$ cat src/rtl/wb_regfile_if.sv
// Writeback/decode bus for wb_regfile: W-stage commit inputs, D-stage read ports
// and the forwarded writeback result.
interface wb_regfile_if #(
   parameter int unsigned AW = 5
);
   logic          RegWriteW;
   logic          MemtoRegW;
   logic          hilowriteW;
   logic [2:0]    loadtypeW;
   logic [31:0]   aluoutW;
   logic [31:0]   readdataW;
   logic [AW-1:0] writeregW;
   logic [31:0]   hidataW;
   logic [31:0]   lodataW;
   logic [AW-1:0] raddr1D;
   logic [AW-1:0] raddr2D;
   logic [31:0]   rdata1D;
   logic [31:0]   rdata2D;
   logic [31:0]   hiD;
   logic [31:0]   loD;
   logic [31:0]   resultW;

   // Pipeline side: drives W-stage controls and D-stage addresses.
   modport master (
      output RegWriteW, MemtoRegW, hilowriteW, loadtypeW, aluoutW, readdataW,
      output writeregW, hidataW, lodataW, raddr1D, raddr2D,
      input  rdata1D, rdata2D, hiD, loD, resultW
   );

   // Register file side.
   modport slave (
      input  RegWriteW, MemtoRegW, hilowriteW, loadtypeW, aluoutW, readdataW,
      input  writeregW, hidataW, lodataW, raddr1D, raddr2D,
      output rdata1D, rdata2D, hiD, loD, resultW
   );
endinterface

$ cat src/rtl/wb_regfile.sv
// Writeback stage and GPR/HI/LO storage. Forms the writeback value (ALU result or
// extended load data), commits it, and serves the decode-stage read ports.
// Optional macro WB_REGFILE_BYPASS_EN: same-cycle write-through onto the read ports.
module wb_regfile #(
   parameter int unsigned NREG = 32,
   parameter int unsigned AW   = 5
) (
   input logic         clk,
   input logic         reset,
   wb_regfile_if.slave bus
);

   logic [31:0] gpr [NREG];
   logic [31:0] hi;
   logic [31:0] lo;
   logic [31:0] load_ext;
   logic [7:0]  byte_val;
   logic [15:0] half_val;
   logic        gpr_we;

   // Load lane selection and extension; unknown load types pass the word through.
   always_comb begin
      byte_val = bus.readdataW[8*bus.aluoutW[1:0] +: 8];
      half_val = bus.aluoutW[1] ? bus.readdataW[31:16] : bus.readdataW[15:0];
      load_ext = bus.readdataW;
      case (bus.loadtypeW)
         3'b001:  load_ext = {{24{byte_val[7]}}, byte_val};
         3'b010:  load_ext = {24'h0, byte_val};
         3'b011:  load_ext = {{16{half_val[15]}}, half_val};
         3'b100:  load_ext = {16'h0, half_val};
         default: load_ext = bus.readdataW;
      endcase
   end

   assign bus.resultW = bus.MemtoRegW ? load_ext : bus.aluoutW;
   assign gpr_we      = bus.RegWriteW && (bus.writeregW != '0);

   // Storage update; reset wins over any write presented in the same cycle.
   always_ff @(posedge clk) begin
      if (reset) begin
         for (int i = 0; i < int'(NREG); i++) begin
            gpr[i] <= '0;
         end
         hi <= '0;
         lo <= '0;
      end else begin
         if (gpr_we) begin
            gpr[bus.writeregW] <= bus.resultW;
         end
         if (bus.hilowriteW) begin
            hi <= bus.hidataW;
            lo <= bus.lodataW;
         end
      end
   end

   // Read ports; register 0 always reads zero, even when a bypass would match.
   always_comb begin
      bus.rdata1D = (bus.raddr1D == '0) ? '0 : gpr[bus.raddr1D];
      bus.rdata2D = (bus.raddr2D == '0) ? '0 : gpr[bus.raddr2D];
      bus.hiD     = hi;
      bus.loD     = lo;
`ifdef WB_REGFILE_BYPASS_EN
      if (gpr_we && (bus.raddr1D == bus.writeregW)) begin
         bus.rdata1D = bus.resultW;
      end
      if (gpr_we && (bus.raddr2D == bus.writeregW)) begin
         bus.rdata2D = bus.resultW;
      end
      if (bus.hilowriteW) begin
         bus.hiD = bus.hidataW;
         bus.loD = bus.lodataW;
      end
`else
      // Without write-through, the hazard unit forwards W to D.
`endif
   end

endmodule
$ cat src/flat_wrapper.sv
// flat-port wrapper written by rule: the top's interface ports become plain ports
module wb_regfile_flat 
#(
   parameter int unsigned NREG = 32,
   parameter int unsigned AW   = 5
)
  (clk, reset, bus_RegWriteW, bus_MemtoRegW, bus_hilowriteW, bus_loadtypeW, bus_aluoutW, bus_readdataW, bus_writeregW, bus_hidataW, bus_lodataW, bus_raddr1D, bus_raddr2D, bus_rdata1D, bus_rdata2D, bus_hiD, bus_loD, bus_resultW);
  wb_regfile_if #(.AW(AW)) bus_i ();
  input logic clk;
  input logic reset;
  input wire logic [$bits(bus_i.RegWriteW)-1:0] bus_RegWriteW;
  input wire logic [$bits(bus_i.MemtoRegW)-1:0] bus_MemtoRegW;
  input wire logic [$bits(bus_i.hilowriteW)-1:0] bus_hilowriteW;
  input wire logic [$bits(bus_i.loadtypeW)-1:0] bus_loadtypeW;
  input wire logic [$bits(bus_i.aluoutW)-1:0] bus_aluoutW;
  input wire logic [$bits(bus_i.readdataW)-1:0] bus_readdataW;
  input wire logic [$bits(bus_i.writeregW)-1:0] bus_writeregW;
  input wire logic [$bits(bus_i.hidataW)-1:0] bus_hidataW;
  input wire logic [$bits(bus_i.lodataW)-1:0] bus_lodataW;
  input wire logic [$bits(bus_i.raddr1D)-1:0] bus_raddr1D;
  input wire logic [$bits(bus_i.raddr2D)-1:0] bus_raddr2D;
  output wire logic [$bits(bus_i.rdata1D)-1:0] bus_rdata1D;
  output wire logic [$bits(bus_i.rdata2D)-1:0] bus_rdata2D;
  output wire logic [$bits(bus_i.hiD)-1:0] bus_hiD;
  output wire logic [$bits(bus_i.loD)-1:0] bus_loD;
  output wire logic [$bits(bus_i.resultW)-1:0] bus_resultW;
  assign bus_i.RegWriteW = bus_RegWriteW;
  assign bus_i.MemtoRegW = bus_MemtoRegW;
  assign bus_i.hilowriteW = bus_hilowriteW;
  assign bus_i.loadtypeW = bus_loadtypeW;
  assign bus_i.aluoutW = bus_aluoutW;
  assign bus_i.readdataW = bus_readdataW;
  assign bus_i.writeregW = bus_writeregW;
  assign bus_i.hidataW = bus_hidataW;
  assign bus_i.lodataW = bus_lodataW;
  assign bus_i.raddr1D = bus_raddr1D;
  assign bus_i.raddr2D = bus_raddr2D;
  assign bus_rdata1D = bus_i.rdata1D;
  assign bus_rdata2D = bus_i.rdata2D;
  assign bus_hiD = bus_i.hiD;
  assign bus_loD = bus_i.loD;
  assign bus_resultW = bus_i.resultW;
  wb_regfile #(.NREG(NREG), .AW(AW)) u_core (.clk(clk), .reset(reset), .bus(bus_i));
endmodule
$ cat config.mk
export PLATFORM = sky130hd
export DESIGN_NAME = wb_regfile_flat
export DESIGN_NICKNAME = d
export VERILOG_FILES = /design/src/rtl/wb_regfile_if.sv /design/src/rtl/wb_regfile.sv /design/src/flat_wrapper.sv
export SDC_FILE = /design/constraint.sdc
export NUM_CORES = 2
export LEC_CHECK = 0
export CORE_ASPECT_RATIO = 0.9
export CORE_MARGIN = 1.5
export CORE_UTILIZATION = 45
export DETAILED_ROUTE_END_ITERATION = 8
export HOLD_SLACK_MARGIN = 0.1
export PLACE_DENSITY = 0.7
export RECOVER_POWER = 25
export SYNTH_ARGS = -nofsm -noshare
export SYNTH_HDL_FRONTEND = slang
export SYNTH_SLANG_ARGS = --single-unit
export TNS_END_PERCENT = 100
$ cat constraint.sdc
create_clock -name clk -period 2.8 [get_ports clk]
set_input_delay 0.28 -clock clk [delete_from_list [all_inputs] [get_ports clk]]
set_output_delay 0.28 -clock clk [all_outputs]
set_load 0.03 [all_outputs]
# [Word level (Yosys, flattened, before mapping)]
# Memory sizes are Yosys's and may differ from the RTL's.
# Index checks and enable logic that the tools add are counted.
[totals] reg_bits=64 latch_bits=0 ram_bits=1024 romBits=0 output_inout_bits=160 n_memories=1
[classes] addsub=0 mul=0 div=0 order_cmp=0 eq_ne=4 shift=1 muxes=13 n_bitwise=0 n_reduce_logical=5
[mem_list] memory="u_core.gpr" words=32 width=32 read_ports=2 rd_ports_with_merged_regs=0 wr=32 line="wb_regfile.sv:13" source="logic [31:0] gpr [NREG];"
[ops] cell="two-way mux 32 bit" count=4
[ops] cell="one-hot mux 32 bit (4 select lines)" count=1
[ops] cell="OR reduction 32 bit" count=1
[ops] cell="variable part select 32 x 6 -> 8 bit" count=1
[ops] cell="two-way mux 16 bit" count=1
[ops] cell="logical NOT 5 bit" count=2
[ops] cell="== test 3 x 2 -> 1 bit, second input constant" count=2
[ops] cell="two-way mux 1 bit" count=6
[ops] cell="two-way mux 5 bit" count=1
[ops] cell="nonzero test 5 bit" count=1
[ops] cell="== test 3 x 1 -> 1 bit, second input constant" count=1
[ops] cell="== test 3 bit, second input constant" count=1
[ops] cell="logical AND 1 bit" count=1

# [Longest topological paths before layout]
[depth] word_depth=7 depth_mapped=9 depth_no_buf=5

# [Worst setup path before layout]
# No wires, ideal clock.
[synth_path] path_kind="input-to-output" startpoint="input port bus_raddr2D[0]" endpoint="output port bus_rdata2D[16]" arrival_time_ns=2.907 required_time_ns=2.520 slack_ns=-0.387 path_stages=8 n_path_buf=3 cell_sequence="buf_4 -> buf_4 -> buf_4 -> nor2_1 -> a22oi_1 -> nand2_1 -> a21oi_1 -> a2111oi_0"
[synth_between] elab_chain_len=2
[synth_lines] element="start: declaration" line="flat_wrapper.sv:21" source="input wire logic [$bits(bus_i.raddr2D)-1:0] bus_raddr2D;"
[synth_lines] element="memory read (32 x 32 bit) / logical NOT 5 bit (equally long branches)"
[synth_lines] element="two-way mux 32 bit (*)" line="wb_regfile.sv:60" source="bus.rdata2D = (bus.raddr2D == '0) ? '0 : gpr[bus.raddr2D];"
[synth_lines] element="end: declaration" line="flat_wrapper.sv:23" source="output wire logic [$bits(bus_i.rdata2D)-1:0] bus_rdata2D;"
# Every way passes the cells marked *; elsewhere a longest branch is shown, timed or not.

==> impl_metrics.csv <==
group,metric,value,unit
global_route,grt_first_pass_wirelength,297000,um
cells_and_area,final_cell_mix,"edfxtp_1 (1024), nor2_1 (911), mux4_2 (514), buf_4 (424), clkdlybuf4s50_1 (199)",
timing,post-route-period-util,1.10,
timing,skew,0,ps
timing,layout_min_cycle_time,3070,ps
setup_path,max_stage_delay,520,ps
floorplanning,num_io_pins,311,
drt,wirelength,213000,um
timing,final-max-slew-violation-count,128,
timing,finalHoldViolCount,0,
setup_path,end_kind,"output pin",
logic_synthesis,synth_cell_types,49,
setup_path,worstPathArrival,2790,ps
placed_design,port_buffers,310,
status,status,"complete, but fails checks",
power,powerDensity,611,nW/um^2
global_route,grt_util_all_layers,0.333,
setup_path,crit_slowest_cell,"mux4_2",
floorplanning,die-area,127000,um^2
floorplanning,start_util,0.454,
floorplanning,core-area,123000,um^2
logic_synthesis,yosys_most_used_dff,"edfxtp_1",
global_route,antenna_found_initial,2,
placed_design,dp_cells,6043,
clock_network,clk_latency,710,ps
floorplanning,die_h,338,um
power,p_total,44.1,mW
drt,first_pass_iters,8,
cells_and_area,multi_input_area,24300,um^2
setup_path,cp.required,2520,ps
power,ir_drop,0.508,mV
drt,vias,41900,
logic_synthesis,ys.warnings.count,0,
clock_network,cts_made_buffers,111,
timing,max_freq,0.326,GHz
logic_synthesis,synth.avg_cell_area,14.2,um^2
setup_path,crit_chain,"mux4_2 -> mux2i_4 -> nor2_4 -> a221oi_4 -> a2111oi_4 -> buf_12",
placed_design,hpwl,141000,um
hold_path,hold_path_class,"in2reg",
power,p_leak,25.8,nW
logic_synthesis,synth_edf_count,1024,
cells_and_area,final_cells,6254,
logic_synthesis,synth_cells,3942,
drt,wl_per_cell,34.1,um
clock_network,cts-root-to-sink-buffers,3,
timing,setup_viol,54,
setup_path,critPathKind,"reg2out",
cells_and_area,syn_to_final_growth,28.9,%
cells_and_area,n_antenna_cell,0,
clock_network,tritoncts,"built",
global_route,grt_max_degree,128,
cells_and_area,final_common_cell,"edfxtp_1",
clock_network,clockRootBuffer,"clkbuf_16",
timing,fin_ws,-268,ps
global_route,grt_pass1_vias,40900,
logic_synthesis,ys_async_sr_fraction,0,
timing,rsz0062_at_grt,"true",
cells_and_area,finalNetCount,4699,
floorplanning,die_w,375,um
clock_network,clkSinkCount,1088,
setup_path,crit_fanout,2,
placed_design,gp_congestion,0.996,
global_route,grt_overflow_total,0,
timing,worstMarginPinSlew,2040,ps
clock_network,h-tree-depth,3,
cells_and_area,post-route-util,0.586,
logic_synthesis,netlist_area,56000,um^2
logic_synthesis,synth_seq_cells,1088,
clock_network,clkSlewWorstSetupHoldPaths,60,ps
floorplanning,rows,122,
drt,via_per_inst,6.70,
cells_and_area,drive_above_1_share,0.377,
drt,drt-initial-drc-count,7227,
cells_and_area,nFillCells,9178,
status,violations,"max-capacitance violations, max-slew violations, negative setup slack",
setup_path,startpoint_type,"register",
cells_and_area,seqCellArea,32000,um^2
timing,slew_headroom,-0.361,
logic_synthesis,ys_seq_area_frac,0.572,
drt,drc,0,
flow_run,maxCapViolations,1,
drt,ant_nets,0,
-- worst max-delay path, delay by kind of cell (launching register included) --
| family | cells | cell delay [ps] |
|---|---|---|
| AOI/OAI and AO/OA | 2 | 530 |
| buffers and inverters | 1 | 180 |
| DFF | 1 | 420 |
| muxes | 2 | 830 |
| and+or+nand+nor | 1 | 100 |
-- through the flow --
step / hold slack (ps) / instance area [um^2] / worst slack [ps] / TNS (ps)
after floorplan: 427 / 56100 / 11.1 / 0
after global placement: 471 / 66300 / -694 / -14230
after detailed placement: 485 / 66300 / -644 / -14790
after CTS: 104 / 72000 / -242 / -4890
after global routing: 122 / 72100 / -265 / -8120
final: 133 / 72100 / -268 / -5640
-- state kept, by name, summed over array words and instances, names as in the netlist --
signal / count
u_core.bus.hiD: 32
u_core.gpr: 1024
u_core.bus.loD: 32
-- layout make-up --
| type | instances | share of cell area |
|---|---|---|
| inverters | 58 | 0.00302 |
| multi-input cells | 2398 | 0.337 |
| clock buffers | 127 | 0.0396 |
| well taps | 1612 | 0.0280 |
| clock inverters | 80 | 0.0136 |
| flip-flops and latches | 1088 | 0.444 |
| repair buffers | 891 | 0.135 |
-- kinds of logic (layout without fill, tap and decap cells) --
family / count (synthesis) / count (layout) / share of synthesized area
adder cells (fa/ha/maj): 1 / 1 / 0.000179
buffers and inverters: 487 / 1156 / 0.0398
AND/OR/NAND/NOR: 1290 / 1290 / 0.0955
other: 1 / 32 / 0.0000670
multiplexers: 746 / 746 / 0.250
XOR/XNOR: 1 / 1 / 0.000156
AO/OA/AOI/OAI: 328 / 328 / 0.0424
flip-flops: 1088 / 1088 / 0.572
-- metal layers --
metal / GRT usage / part of all wire
met1: 0.425 / 0.34
met2: 0.490 / 0.43
met3: 0.141 / 0.18
met4: 0.162 / 0.056
met5: 0 / 0
-- cell usage after synthesis (3+ instances only) --
master / number / area share
edfxtp_1: 1024 / 0.55
nor2_1: 959 / 0.064
mux4_2: 514 / 0.21
clkbuf_1: 195 / 0.013
buf_2: 174 / 0.016
mux2i_1: 171 / 0.031
nor3_1: 170 / 0.015
a21oi_1: 86 / 0.0077
dfxtp_1: 64 / 0.023
mux2_2: 61 / 0.012
nand2_1: 54 / 0.0036
a221oi_1: 47 / 0.0074
inv_1: 47 / 0.0032
a211oi_1: 45 / 0.0060
nor2b_1: 43 / 0.0048
o21ai_0: 41 / 0.0037
nand2b_1: 34 / 0.0038
buf_4: 25 / 0.0034
buf_1: 23 / 0.0015
a2111oi_0: 21 / 0.0033
a22oi_1: 16 / 0.0021
o211ai_1: 16 / 0.0021
buf_6: 12 / 0.0024
a31oi_1: 11 / 0.0012
and2_1: 11 / 0.0012
inv_2: 11 / 0.00074
o21ai_2: 10 / 0.0016
o21ai_1: 9 / 0.00080
o32ai_2: 8 / 0.0023
nor3b_1: 6 / 0.00080
o221a_2: 5 / 0.0010
a22o_1: 3 / 0.00047
and3_1: 3 / 0.00034
and3b_1: 3 / 0.00047
-- what timing repair did --
item / 4_1_cts / 5_1_grt
gates cloned: 4 / 0
gates resized for setup: 365 / 99
pin swaps: 63 / 45
hold buffers: 0 / 0
buffers inserted: 8 / 22
endpoints found under the setup margin: 67 / 82
-- worst paths after layout --
kind	start	slack, ps	cells past startpoint	to
max	u_core.gpr[23][25]	-270	6	bus_rdata2D[25]
min	bus_hilowriteW	130	3	u_core.bus.loD[15]
max reg2reg	u_core.bus.loD[12]	2090	2	u_core.bus.loD[12]
min reg2reg	u_core.bus.loD[14]	490	2	u_core.bus.loD[14]
-- power by group --
part | total [mW] | switching, mW | internal (mW) | leakage (nW)
Clock | 16.0 | 6.65 | 9.34 | 1.87
Sequential | 19.2 | 0.491 | 18.7 | 10.3
Combinational | 8.92 | 4.97 | 3.95 | 13.7
(Power assumes the default switching activity.)
